<file path="src/rtl/coin_sensor_if.sv">
// coin_sensor_if: front end of the vending controller.
// Turns the two raw, asynchronous, bouncy coin sensors into clean
// single-cycle coin codes {i,j} (10 = Re.1, 01 = Rs.2). It emits at most
// one code per cycle, never drives 11, flags jams, and keeps a saturating
// count of accepted coins for service diagnostics.
//
// DEB_CYCLES: consecutive stable synchronized cycles needed to accept a coin (1..255).
// GAP_CYCLES: consecutive all-clear cycles needed before the next coin or
//             before a jam is released (1..255).
//
// All outputs are registered. They are decoded from the next state, so a
// code appears on the same edge on which the FSM enters EMIT.

module coin_sensor_if #(
    parameter int DEB_CYCLES = 4,
    parameter int GAP_CYCLES = 2
) (
    input  logic       clk,
    input  logic       rst,
    input  logic       s1_raw,
    input  logic       s2_raw,
    output logic       i,
    output logic       j,
    output logic       jam,
    output logic [7:0] coin_cnt
);

    // Thresholds are compared against the full 8-bit counter.
    localparam logic [7:0] DEB_LIM = 8'(DEB_CYCLES);
    localparam logic [7:0] GAP_LIM = 8'(GAP_CYCLES);

    typedef enum logic [2:0] {
        IDLE     = 3'd0,
        QUAL     = 3'd1,
        EMIT     = 3'd2,
        WAIT_REL = 3'd3,
        JAM      = 3'd4
    } state_t;

    state_t     state;
    state_t     next_state;
    logic [7:0] cnt;
    logic [7:0] next_cnt;
    logic [7:0] cnt_inc;
    logic [1:0] cand;
    logic [1:0] next_cand;

    logic       s1_meta;
    logic       s1_sync;
    logic       s2_meta;
    logic       s2_sync;
    logic [1:0] p;

    // Two-flop synchronizer on each raw sensor level.
    always_ff @(posedge clk or negedge rst) begin
        if (!rst) begin
            s1_meta <= 1'b0;
            s1_sync <= 1'b0;
            s2_meta <= 1'b0;
            s2_sync <= 1'b0;
        end else begin
            s1_meta <= s1_raw;
            s1_sync <= s1_meta;
            s2_meta <= s2_raw;
            s2_sync <= s2_meta;
        end
    end

    // The FSM looks only at the synchronized pair.
    assign p       = {s1_sync, s2_sync};
    assign cnt_inc = cnt + 8'd1;

    // State, counter and candidate-code registers.
    always_ff @(posedge clk or negedge rst) begin
        if (!rst) begin
            state <= IDLE;
            cnt   <= 8'd0;
            cand  <= 2'b00;
        end else begin
            state <= next_state;
            cnt   <= next_cnt;
            cand  <= next_cand;
        end
    end

    // Next-state logic: debounce, emit once, wait for release, jam recovery.
    always_comb begin
        next_state = state;
        next_cnt   = cnt;
        next_cand  = cand;
        case (state)
            IDLE: begin
                case (p)
                    2'b00: begin
                        next_state = IDLE;
                    end
                    2'b11: begin
                        next_state = JAM;
                        next_cnt   = 8'd0;
                    end
                    default: begin
                        next_cand  = p;
                        next_cnt   = 8'd1;
                        next_state = (DEB_LIM == 8'd1) ? EMIT : QUAL;
                    end
                endcase
            end
            QUAL: begin
                case (p)
                    2'b00: begin
                        // Glitch shorter than the debounce window: drop it.
                        next_state = IDLE;
                        next_cnt   = 8'd0;
                    end
                    2'b11: begin
                        next_state = JAM;
                        next_cnt   = 8'd0;
                    end
                    default: begin
                        if (p == cand) begin
                            next_cnt = cnt_inc;
                            if (cnt_inc == DEB_LIM) begin
                                next_state = EMIT;
                            end
                        end else begin
                            // The other denomination took over: restart on it.
                            next_cand = p;
                            next_cnt  = 8'd1;
                        end
                    end
                endcase
            end
            EMIT: begin
                // One-cycle pulse; a simultaneous 11 is caught in WAIT_REL.
                next_state = WAIT_REL;
                next_cnt   = 8'd0;
            end
            WAIT_REL: begin
                case (p)
                    2'b00: begin
                        next_cnt = cnt_inc;
                        if (cnt_inc == GAP_LIM) begin
                            next_state = IDLE;
                            next_cnt   = 8'd0;
                        end
                    end
                    2'b11: begin
                        next_state = JAM;
                        next_cnt   = 8'd0;
                    end
                    default: begin
                        // Same coin still present or bouncing: no re-emission.
                        next_cnt = 8'd0;
                    end
                endcase
            end
            JAM: begin
                if (p == 2'b00) begin
                    next_cnt = cnt_inc;
                    if (cnt_inc == GAP_LIM) begin
                        next_state = IDLE;
                        next_cnt   = 8'd0;
                    end
                end else begin
                    next_cnt = 8'd0;
                end
            end
            default: begin
                next_state = IDLE;
                next_cnt   = 8'd0;
                next_cand  = 2'b00;
            end
        endcase
    end

    // Registered outputs decoded from the next state.
    always_ff @(posedge clk or negedge rst) begin
        if (!rst) begin
            i        <= 1'b0;
            j        <= 1'b0;
            jam      <= 1'b0;
            coin_cnt <= 8'd0;
        end else begin
            i   <= (next_state == EMIT) && (next_cand == 2'b10);
            j   <= (next_state == EMIT) && (next_cand == 2'b01);
            jam <= (next_state == JAM);
            if ((next_state == EMIT) && (coin_cnt != 8'hFF)) begin
                coin_cnt <= coin_cnt + 8'd1;
            end
        end
    end

endmodule

</file>
<file path="config.mk">
export PLATFORM = sky130hd
export DESIGN_NAME = coin_sensor_if
export DESIGN_NICKNAME = d
export VERILOG_FILES = /design/src/rtl/coin_sensor_if.sv
export SDC_FILE = /design/constraint.sdc
export NUM_CORES = 1
export LEC_CHECK = 0
export ABC_AREA = 1
export CORE_MARGIN = 5
export CORE_UTILIZATION = 50
export CTS_CLUSTER_DIAMETER = 150
export CTS_CLUSTER_SIZE = 24
export DETAILED_ROUTE_END_ITERATION = 8
export MAX_ROUTING_LAYER = met4
export PLACE_DENSITY_LB_ADDON = 0.3
export SLEW_MARGIN = 30
export SYNTH_ARGS = -nofsm -noshare
export SYNTH_HDL_FRONTEND = slang
export SYNTH_SLANG_ARGS = --single-unit
</file>
<file path="constraint.sdc">
create_clock -name clk -period 1.9 [get_ports clk]
set_clock_uncertainty 0.1 [all_clocks]
set_input_delay 0.285 -clock clk [delete_from_list [all_inputs] [get_ports clk]]
set_output_delay 0.285 -clock clk [all_outputs]
set_load 0.03 [all_outputs]
</file>
==> flow_summary.ini, run 1 <==
[critical_path]
cp.arrival_ns = 1.46
crit-reg2reg-capture = coin_cnt[0]
timing.setup.critical_path_class = reg -> out
critical_path.startpoint_type = flip-flop
worst_setup_path_startpoint = coin_cnt[0]
slowest_stage = sky130_fd_sc_hd__clkdlybuf4s50_1
timing.critical_path.required_ns = 1.51
crit_path_cell_trace = clkdlybuf4s50_1
reg2reg_slack_ns = 0.05
worst_path_largest_cell_delay_ns = 0.70
worstPathMaxFanout = 4
worst-r2r-cell-count = 11
timing.critical_path.max_delay_family = buffers and inverters
end_of_the_critical_path = coin_cnt[0]
reg2reg_from = cnt[0]
timing.critical_path.to_type = output pin
crit_buf_inv = 1
crit_cells = 1

[global_route]
grt_first_pass_wirelength_microns = 5620
first_global_vias = 1322
globalRouteTotalUtil = 0.166
maximum_number_of_pins_on_one_net_before_global_route_repair = 29
antenna_found_initial = 0
globalRoute.totalOverflow = 0

[pwr]
max-vdd-ir-drop_mv = 0.619
post-layout-total-power_mw = 1.60
cellPowerDensity_mw_per_mm2 = 803
leakage_power_of_the_design_nw = 0.944

[run]
maxCapViolCount = 0

[route]
drt_pass1_iterations = 4
wl_per_cell_microns = 11.6
drc = 0
drtAntennaViolNets = 0
drt_wl_total_microns = 3170
via_per_inst = 4.98
vias = 1364
detail_route.iter0.violations = 70

[cells_and_area]
layout.cell_area.non_filler_sq_mm = 0.00199
area.sequential_sq_um = 701
final_cells = 274
nets = 241
area_delta_synth_final_pct = 23.6
num-fill-cells = 276
final_util = 0.646
num_antenna_cells = 0
multi_input_area_sq_um = 832
drive_gt1_frac = 0.170

[floorplan]
fp.dieArea_sq_mm = 0.00445
die_x_microns = 66.7
rows = 20
die_h_microns = 66.7
ioPinCount = 15
core_area_sq_mm = 0.00308
start_util = 0.523

[synthesis]
synthesis.area_per_instance_sq_um = 7.85
mappedNetlistNets = 215
synth_area_sq_mm = 0.00161
yosysUniqueCellTypes = 30
share_of_synthesized_area_occupied_by_flip_flops_and_latches = 0.435
synth-seq-cells = 28
yosys_warnings = 0
synthesis.instances = 205

[run_status]
status = completed

[sta]
max_clock_freq_ghz = 0.542
timing_hold_violations_final = 0
slew_of_the_pin_with_the_lowest_slew_margin_ns = 0.348
drv_slew = 0
period_minus_slack_ns = 1.85
timing.final.ws_setup_ns = 0.0536
timing.final.setup_violations = 0
rsz_0062_raised_after_global_routing = yes
maxSlewHeadroom = 0.765
fin_crit_sh = 0.972

[clocking]
clockBufferDepth = 2
htreeDepth = 1
cts.clk_slew.worst_paths_ns = 0.15
clock_sink_count = 28
root_buffer = sky130_fd_sc_hd__clkbuf_4
ctsHoldBuffers = 0
tritoncts.num_buffers = 3
clock_insertion_delay_worst_skew_ns = 0.33
tritoncts_clock_tree = yes

[placed_design]
dpl-instance-area_sq_mm = 0.00182
place.detailed.hpwl_microns = 2300
gp_congestion = 0.893
detailedPlace.worstSlack_ns = 0.0756
port-buffer-count = 14
dp_cells = 266

[min_path]
min_path_type = in -> async
## flip-flops by register name, summed over array words and instances (netlist names)
| register | flops |
|---|---|
| i | 1 |
| cnt | 8 |
| j | 1 |
| coin_cnt | 8 |
| s1_sync | 1 |
| s2_sync | 1 |
| state | 3 |
| s2_meta | 1 |
| cand | 2 |
| s1_meta | 1 |
| jam | 1 |
## per-stage QoR
stage	setup TNS [ns]	hold WS [ns]
6_report	0	0.201
5_1_grt	-0.643	0.226
4_1_cts	0	0.212
3_5_place_dp	0	0.240
3_3_place_gp	0	0.233
2_1_floorplan	0	-0.111
## metal layers
layer	up-vias	GRT usage	share of wire
met5	-	-	0
met4	0	0.0457	0.0085
met3	4	0.0253	0.033
met2	33	0.251	0.47
met1	620	0.234	0.49
li1	707	-	-
## report_power, final
group | leakage, nW | total (mW) | internal, mW | switching, mW
registers | 0.373 | 0.682 | 0.651 | 0.0312
clock network | 0.0279 | 0.390 | 0.213 | 0.176
logic | 0.543 | 0.526 | 0.198 | 0.328
## layout by cell type (no fill, tap or decap), drive strengths merged, types with 2 or more instances in the layout
cell / count
clkbuf: 3
nand4: 8
buf: 8
ha: 6
inv: 35
dfrtp: 28
nand3: 17
nand2: 59
o22ai: 8
clkdlybuf4s50: 13
nor2: 23
o21ai: 5
nor3: 2
xor2: 2
## worst min path at each step
| stage | startpoint | endpoint | slack [ns] | cells past startpoint |
|---|---|---|---|---|
| final | rst | state[0] | 0.20 | 2 |
| after CTS | rst | coin_cnt[7] | 0.21 | 2 |
| after detailed placement | s2_meta | s2_sync | 0.24 | 0 |
| after global placement | s2_meta | s2_sync | 0.23 | 0 |
| after floorplan | rst | cand[0] | -0.11 | 0 |
| after global routing | rst | state[2] | 0.23 | 2 |
## Yosys cell counts, drive strengths merged
library cell	number	area share
ha	6	0.047
clkinv	1	0.0023
nand3	17	0.067
nor3	2	0.0062
xor2	2	0.011
o22ai	8	0.031
nand2	59	0.14
o21a	1	0.0047
o2111ai	1	0.0054
buf	2	0.012
o32ai	1	0.0054
nand4	8	0.031
o21ai	5	0.016
xnor2	1	0.0054
or2	1	0.0039
nor4	1	0.0039
inv	36	0.084
o221ai	1	0.0054
dfrtp	28	0.44
nor2	22	0.074
a21oi	1	0.0054
o21bai	1	0.0047
## cell families after synthesis
kind of cell               synth area share
xor gates and xnor gates             0.0163
buffers and inverters                0.0987
AOI/OAI and AO/OA                    0.0778
adders and majority gates            0.0467
DFF                                   0.435
and+or+nand+nor                       0.325
## layout make-up
type,instances,area share
Multi-Input combinational cell,139,0.418
Sequential cell,28,0.352
Timing Repair Buffer,22,0.104
Inverter,37,0.0717
Tap cell,44,0.0277
Clock inverter,1,0.0151
Clock buffer,3,0.0113
## timing repair
item	in CTS	in global routing
resized for setup	0	21
setup buffers	0	3
setup endpoints to repair	0	18
endpoints found under the hold margin	0	0
## worst register-to-register path, cell delays in order, from the launching register on
cell and delay (ns):
sky130_fd_sc_hd__dfrtp_1 0.40, sky130_fd_sc_hd__buf_6 0.13, sky130_fd_sc_hd__clkinvlp_4 0.10, sky130_fd_sc_hd__nor2_4 0.11, sky130_fd_sc_hd__nand2_1 0.06, sky130_fd_sc_hd__nand2_1 0.07, sky130_fd_sc_hd__nand2_2 0.08, sky130_fd_sc_hd__nor2_4 0.16
sky130_fd_sc_hd__nand3_4 0.13, sky130_fd_sc_hd__nor2_8 0.18, sky130_fd_sc_hd__nand2_1 0.10, sky130_fd_sc_hd__xnor2_1 0.13
No activity file was read; power rests on OpenSTA's default activity.
==> inputs of run 2 (changes only) <==
PLACE_DENSITY = 0.71   (was not set)
PLACE_DENSITY_LB_ADDON = not set   (was 0.3)
TNS_END_PERCENT = 20   (was not set)
==> run 2 against run 1 <==
- the flow now finishes with violations (negative setup slack)
- critical endpoint is now coin_cnt[2]
- utilization up 0.77 points
- die area stayed put
- final cell count up 0.73%
- worst hold slack gained 0.015 ns
- register-to-register slack lost 0.07 ns
==> flow_summary.ini, run 2 (synthesis gave the netlist of run 1 again) <==
[run_status]
status = finished with violations
violated_checks = negative setup slack

[critical_path]
worst-r2r-cell-count = 13
crit_path_cell_trace = buf_6, nand2_4, nor2_4, nand2_2, nand2_2, nand2_4, nor2_4, nand3_4, nor2_8, buf_12, nand3_1, nand2_1, nand2_1
slowest_stage = sky130_fd_sc_hd__dfrtp_1
timing.critical_path.required_ns = 2.03
cp.arrival_ns = 2.04
timing.critical_path.to_type = flip-flop
timing.setup.critical_path_class = reg -> reg
worst_path_largest_cell_delay_ns = 0.44
critical_path.startpoint_type = flip-flop
crit-reg2reg-capture = coin_cnt[2]
worstPathMaxFanout = 8
reg2reg_from = cnt[1]
end_of_the_critical_path = coin_cnt[2]
worst_setup_path_startpoint = cnt[1]
reg2reg_slack_ns = -0.01

[cells_and_area]
layout.cell_area.non_filler_sq_mm = 0.00201
biggestRegsByFlops = cnt (8), coin_cnt (8), state (3)
commonest_cells_after_routing_fill_and_taps_aside = sky130_fd_sc_hd__nand2_1, sky130_fd_sc_hd__inv_1, sky130_fd_sc_hd__dfrtp_1, sky130_fd_sc_hd__nor2_1, sky130_fd_sc_hd__nand3_1
drive_gt1_frac = 0.168
num_antenna_cells = 0
area_delta_synth_final_pct = 25.1
layout_commonest_cell = sky130_fd_sc_hd__nand2_1
nets = 243
num-fill-cells = 272

[placed_design]
port-buffer-count = 14
place.detailed.hpwl_microns = 2530
dpl-instance-area_sq_mm = 0.00183
gp_congestion = 0.907
detailedPlace.worstSlack_ns = 0.0423

[pwr]
cellPowerDensity_mw_per_mm2 = 729
leakage_power_of_the_design_nw = 1.03
max-vdd-ir-drop_mv = 0.605

[floorplan]
ioPinCount = 15
core_area_sq_mm = 0.00308
start_util = 0.523
die_h_microns = 66.7
die_x_microns = 66.7
fp.dieArea_sq_mm = 0.00445
rows = 20

[global_route]
globalRoute.totalOverflow = 0
antenna_found_initial = 0
maximum_number_of_pins_on_one_net_before_global_route_repair = 29
grt_first_pass_wirelength_microns = 5990
first_global_vias = 1430
globalRouteTotalUtil = 0.177

[clocking]
tritoncts_clock_tree = yes
clock_sink_count = 28
clockBufferDepth = 2
root_buffer = sky130_fd_sc_hd__clkbuf_4
clock_insertion_delay_worst_skew_ns = 0.33
cts.clk_slew.worst_paths_ns = 0.15
ctsHoldBuffers = 0
tritoncts.num_buffers = 3
htreeDepth = 1

[sta]
drv_slew = 0
maxSlewHeadroom = 0.740
rsz_0062_raised_after_global_routing = yes
timing.final.setup_violations = 4
slew_of_the_pin_with_the_lowest_slew_margin_ns = 0.387
max_clock_freq_ghz = 0.523
timing_hold_violations_final = 0
period_minus_slack_ns = 1.91
fin_crit_sh = 1.01
timing.final.ws_setup_ns = -0.0123

[route]
via_per_inst = 5.08
drc = 0
drt_pass1_iterations = 4
drt_wl_total_microns = 3510
drtAntennaViolNets = 0
vias = 1403
detail_route.iter0.violations = 68
wl_per_cell_microns = 12.7

[min_path]
min_path_type = in -> async

[run]
maxCapViolCount = 0
==> run 2: cell count changes in the layout (fill, tap and decap cells not counted), moves of 2 or more <==
| cell | previous run | this run |
|---|---|---|
| sky130_fd_sc_hd__buf_6 | 1 | 3 |
| sky130_fd_sc_hd__clkdlybuf4s50_1 | 13 | 10 |
| sky130_fd_sc_hd__dlymetal6s2s_1 | 1 | 4 |
| sky130_fd_sc_hd__nand2_1 | 55 | 52 |
| sky130_fd_sc_hd__nand2_4 | 0 | 2 |
| sky130_fd_sc_hd__nand3_1 | 13 | 11 |
| sky130_fd_sc_hd__nor2_1 | 14 | 16 |
| sky130_fd_sc_hd__nor2_2 | 4 | 2 |
| sky130_fd_sc_hd__nor3_1 | 0 | 2 |
| sky130_fd_sc_hd__nor3_2 | 2 | 0 |
| sky130_fd_sc_hd__o21ai_0 | 2 | 4 |
| sky130_fd_sc_hd__o21ai_2 | 2 | 0 |
==> run 2: cell type report <==
cell class                 count  area, sq um  share of cell area
multi-input combinational    138          825               0.410
inverter                      37          139              0.0690
clock buffer                   4         36.3              0.0180
sequential                    28          702               0.349
timing repair buffer          25          256               0.127
tap                           44         55.1              0.0273
==> run 2: how the worst min path moves through the flow <==
stage | end | cells past startpoint
detailed placement | s2_sync | 0
floorplan | cand[0] | 0
CTS | cnt[1] | 2
finish | cnt[1] | 2
global placement | s1_sync | 0
global route | cnt[3] | 2
==> run 2: worst max-delay path: cells and delay by family, from the launching register on <==
kind	cells	cell delay, ns
buffers and inverters	2	0.28
DFF	1	0.44
and+or+nand+nor	11	1.01
==> run 2: timing repair <==
item,4_1_cts,5_1_grt
endpoints found under the setup margin,0,21
endpoints found under the hold margin,0,0
resized for setup,0,28
setup buffers,0,5
==> run 2: power breakdown <==
| part | internal (mW) | switching, mW |
|---|---|---|
| logic | 0.174 | 0.307 |
| registers | 0.651 | 0.0405 |
| clock network | 0.117 | 0.177 |
==> run 2: routing by layer <==
metal / vias to the layer above / part of all wire / GRT usage
li1: 706 / - / -
met1: 664 / 0.43 / 0.214
met2: 25 / 0.52 / 0.311
met3: 8 / 0.023 / 0.0253
met4: 0 / 0.020 / 0.0457
met5: - / 0 / -
==> run 2: stage by stage <==
stage / util / power, mW / instances / setup TNS, ns / hold WS (ns)
6_report: 0.654 / 1.47 / 276 / -0.0309 / 0.215
5_1_grt: 0.654 / 1.57 / 276 / -1.26 / 0.233
4_1_cts: 0.606 / 1.43 / 271 / 0 / 0.224
3_5_place_dp: 0.594 / 1.13 / 267 / 0 / 0.238
3_3_place_gp: 0.594 / 1.11 / 267 / 0 / 0.232
2_1_floorplan: - / 0.982 / 205 / 0 / -0.111
==> inputs of run 3 (changes only) <==
CELL_PAD_IN_SITES_DETAIL_PLACEMENT = 1   (was not set)
CELL_PAD_IN_SITES_GLOBAL_PLACEMENT = 1   (was not set)
CORE_UTILIZATION = 42   (was 50)
CTS_CLUSTER_SIZE = 30   (was 24)
GPL_TIMING_DRIVEN = 0   (was not set)
PLACE_DENSITY = not set   (was 0.71)
PLACE_DENSITY_LB_ADDON = 0.1   (was not set)
==> run 3 against run 2 <==
- the flow still finishes with violations (negative setup slack)
- register-to-register slack worse by 0.04 ns
- sequential share of layout area is 0.66 points lower
- combinational power hardly changed
- total power is 13% higher
- non-clock buffer count is 3 lower
- sequential power hardly changed
- maximum frequency is 2.0% lower
- critical path type unchanged
==> flow_summary.ini, run 3 (synthesis gave the netlist of run 1 again) <==
[run_status]
status = finished with violations
violated_checks = negative setup slack

[clocking]
tritoncts_clock_tree = yes
clock_insertion_delay_worst_skew_ns = 0.28
htreeDepth = 1
root_buffer = sky130_fd_sc_hd__clkbuf_8
clockBufferDepth = 2
clock_sink_count = 28
tritoncts.num_buffers = 3
cts.clk_slew.worst_paths_ns = 0.10

[floorplan]
ioPinCount = 15
fp.dieArea_sq_mm = 0.00517
start_util = 0.436
core_area_sq_mm = 0.00369
die_h_microns = 71.9
rows = 22
die_x_microns = 71.9

[sta]
period_minus_slack_ns = 1.95
timing.final.setup_violations = 6
hold_slack_ns = 0.265
drv_slew = 0
max_clock_freq_ghz = 0.512
rsz_0062_raised_after_global_routing = yes
maxSlewHeadroom = 0.573
timing.final.ws_setup_ns = -0.0519
slew_of_the_pin_with_the_lowest_slew_margin_ns = 0.641
fin_crit_sh = 1.03
timing_hold_violations_final = 0

[critical_path]
critical_path.startpoint_type = flip-flop
timing.setup.critical_path_class = reg -> reg
timing.critical_path.to_type = flip-flop
timing.critical_path.required_ns = 1.98
cp.arrival_ns = 2.04
worst_setup_path_startpoint = cnt[1]
reg2reg_from = cnt[1]
worstPathMaxFanout = 7

[route]
wl_per_cell_microns = 14.8
via_per_inst = 5.14
drtAntennaViolNets = 0
vias = 1425
detail_route.iter0.violations = 61
drc = 0
drt_wl_total_microns = 4090
drt_pass1_iterations = 4

[global_route]
first_global_vias = 1511
grt_first_pass_wirelength_microns = 6830
globalRoute.totalOverflow = 0
antenna_found_initial = 0
maximum_number_of_pins_on_one_net_before_global_route_repair = 29
globalRouteTotalUtil = 0.171

[cells_and_area]
commonest_cells_after_routing_fill_and_taps_aside = sky130_fd_sc_hd__nand2_1, sky130_fd_sc_hd__inv_1, sky130_fd_sc_hd__dfrtp_1, sky130_fd_sc_hd__nor2_1, sky130_fd_sc_hd__clkdlybuf4s50_1
num-fill-cells = 459
num_antenna_cells = 0
biggestRegsByFlops = cnt (8), coin_cnt (8), state (3)
nets = 240
area_delta_synth_final_pct = 27.5
layout_commonest_cell = sky130_fd_sc_hd__nand2_1
drive_gt1_frac = 0.183

[min_path]
min_from = s1_meta
min_path_type = reg -> reg

[placed_design]
place.detailed.hpwl_microns = 2980
detailedPlace.worstSlack_ns = -0.146
gp_congestion = 0.791
port-buffer-count = 14

[pwr]
cellPowerDensity_mw_per_mm2 = 805
max-vdd-ir-drop_mv = 0.452
leakage_power_of_the_design_nw = 0.940
post-layout-total-power_mw = 1.65

[run]
maxCapViolCount = 0
==> run 3: per-layer routing <==
layer / track usage / wire length [microns]
met1: 0.199 / 1760
met2: 0.306 / 2200
met3: 0.0249 / 79
met4: 0.0501 / 51
met5: - / 0
==> run 3: worst max-delay path: stages, from the launching register on <==
cell and delay [ns]:
sky130_fd_sc_hd__dfrtp_1 0.40, sky130_fd_sc_hd__buf_6 0.13, sky130_fd_sc_hd__ha_4 0.17, sky130_fd_sc_hd__nand3_4 0.08
sky130_fd_sc_hd__nor2_1 0.06, sky130_fd_sc_hd__nand2_1 0.08, sky130_fd_sc_hd__nand2_2 0.07, sky130_fd_sc_hd__nor2_4 0.19
sky130_fd_sc_hd__nand3_4 0.12, sky130_fd_sc_hd__nor2_8 0.15, sky130_fd_sc_hd__buf_8 0.13, sky130_fd_sc_hd__nand3_1 0.06
sky130_fd_sc_hd__nand2_1 0.07, sky130_fd_sc_hd__nand2_1 0.05
==> run 3: final cells by class <==
type | count | area (sq um) | area share
well taps | 48 | 60.1 | 0.0293
repair buffers | 20 | 208 | 0.101
inverters | 37 | 139 | 0.0677
clock inverters | 1 | 30.0 | 0.0146
flip-flops and latches | 28 | 702 | 0.342
multi-input cells | 138 | 852 | 0.415
plain buffers | 2 | 20.0 | 0.00976
clock buffers | 3 | 41.3 | 0.0201
==> run 3: timing repair <==
action | in CTS | in global routing
pin swaps | 3 | 15
setup endpoints to repair | 16 | 20
hold buffers | 1 | 0
buffers inserted | 3 | 1
gates cloned | 0 | 1
resized for setup | 5 | 22
hold endpoints to repair | 28 | 0
==> run 3: final timing paths <==
kind                               end  slack, ns  cells after the start
hold / removal                 s1_sync       0.27                      0
setup reg to reg           coin_cnt[2]      -0.05                     13
hold reg to reg                s1_sync       0.27                      0
min in group asynchronous       cnt[7]       0.45                      2
max in group asynchronous       cnt[0]       0.80                      2
setup / recovery           coin_cnt[2]      -0.05                     13
==> run 3: report_power, final <==
part	leakage, nW	switching [mW]	internal (mW)
Clock	0.0357	0.196	0.283
Sequential	0.372	0.0417	0.653
Combinational	0.532	0.310	0.168
==> run 3: per-stage QoR <==
stage	cells	utilization	instance area, sq um	TNS (ns)
detailed placement	267	0.489	1800	-1.50
global placement	267	0.491	1810	-0.903
floorplan	205	-	1610	0
finish	277	0.556	2050	-0.221
global route	277	0.556	2050	-2.03
CTS	275	0.523	1930	-0.109
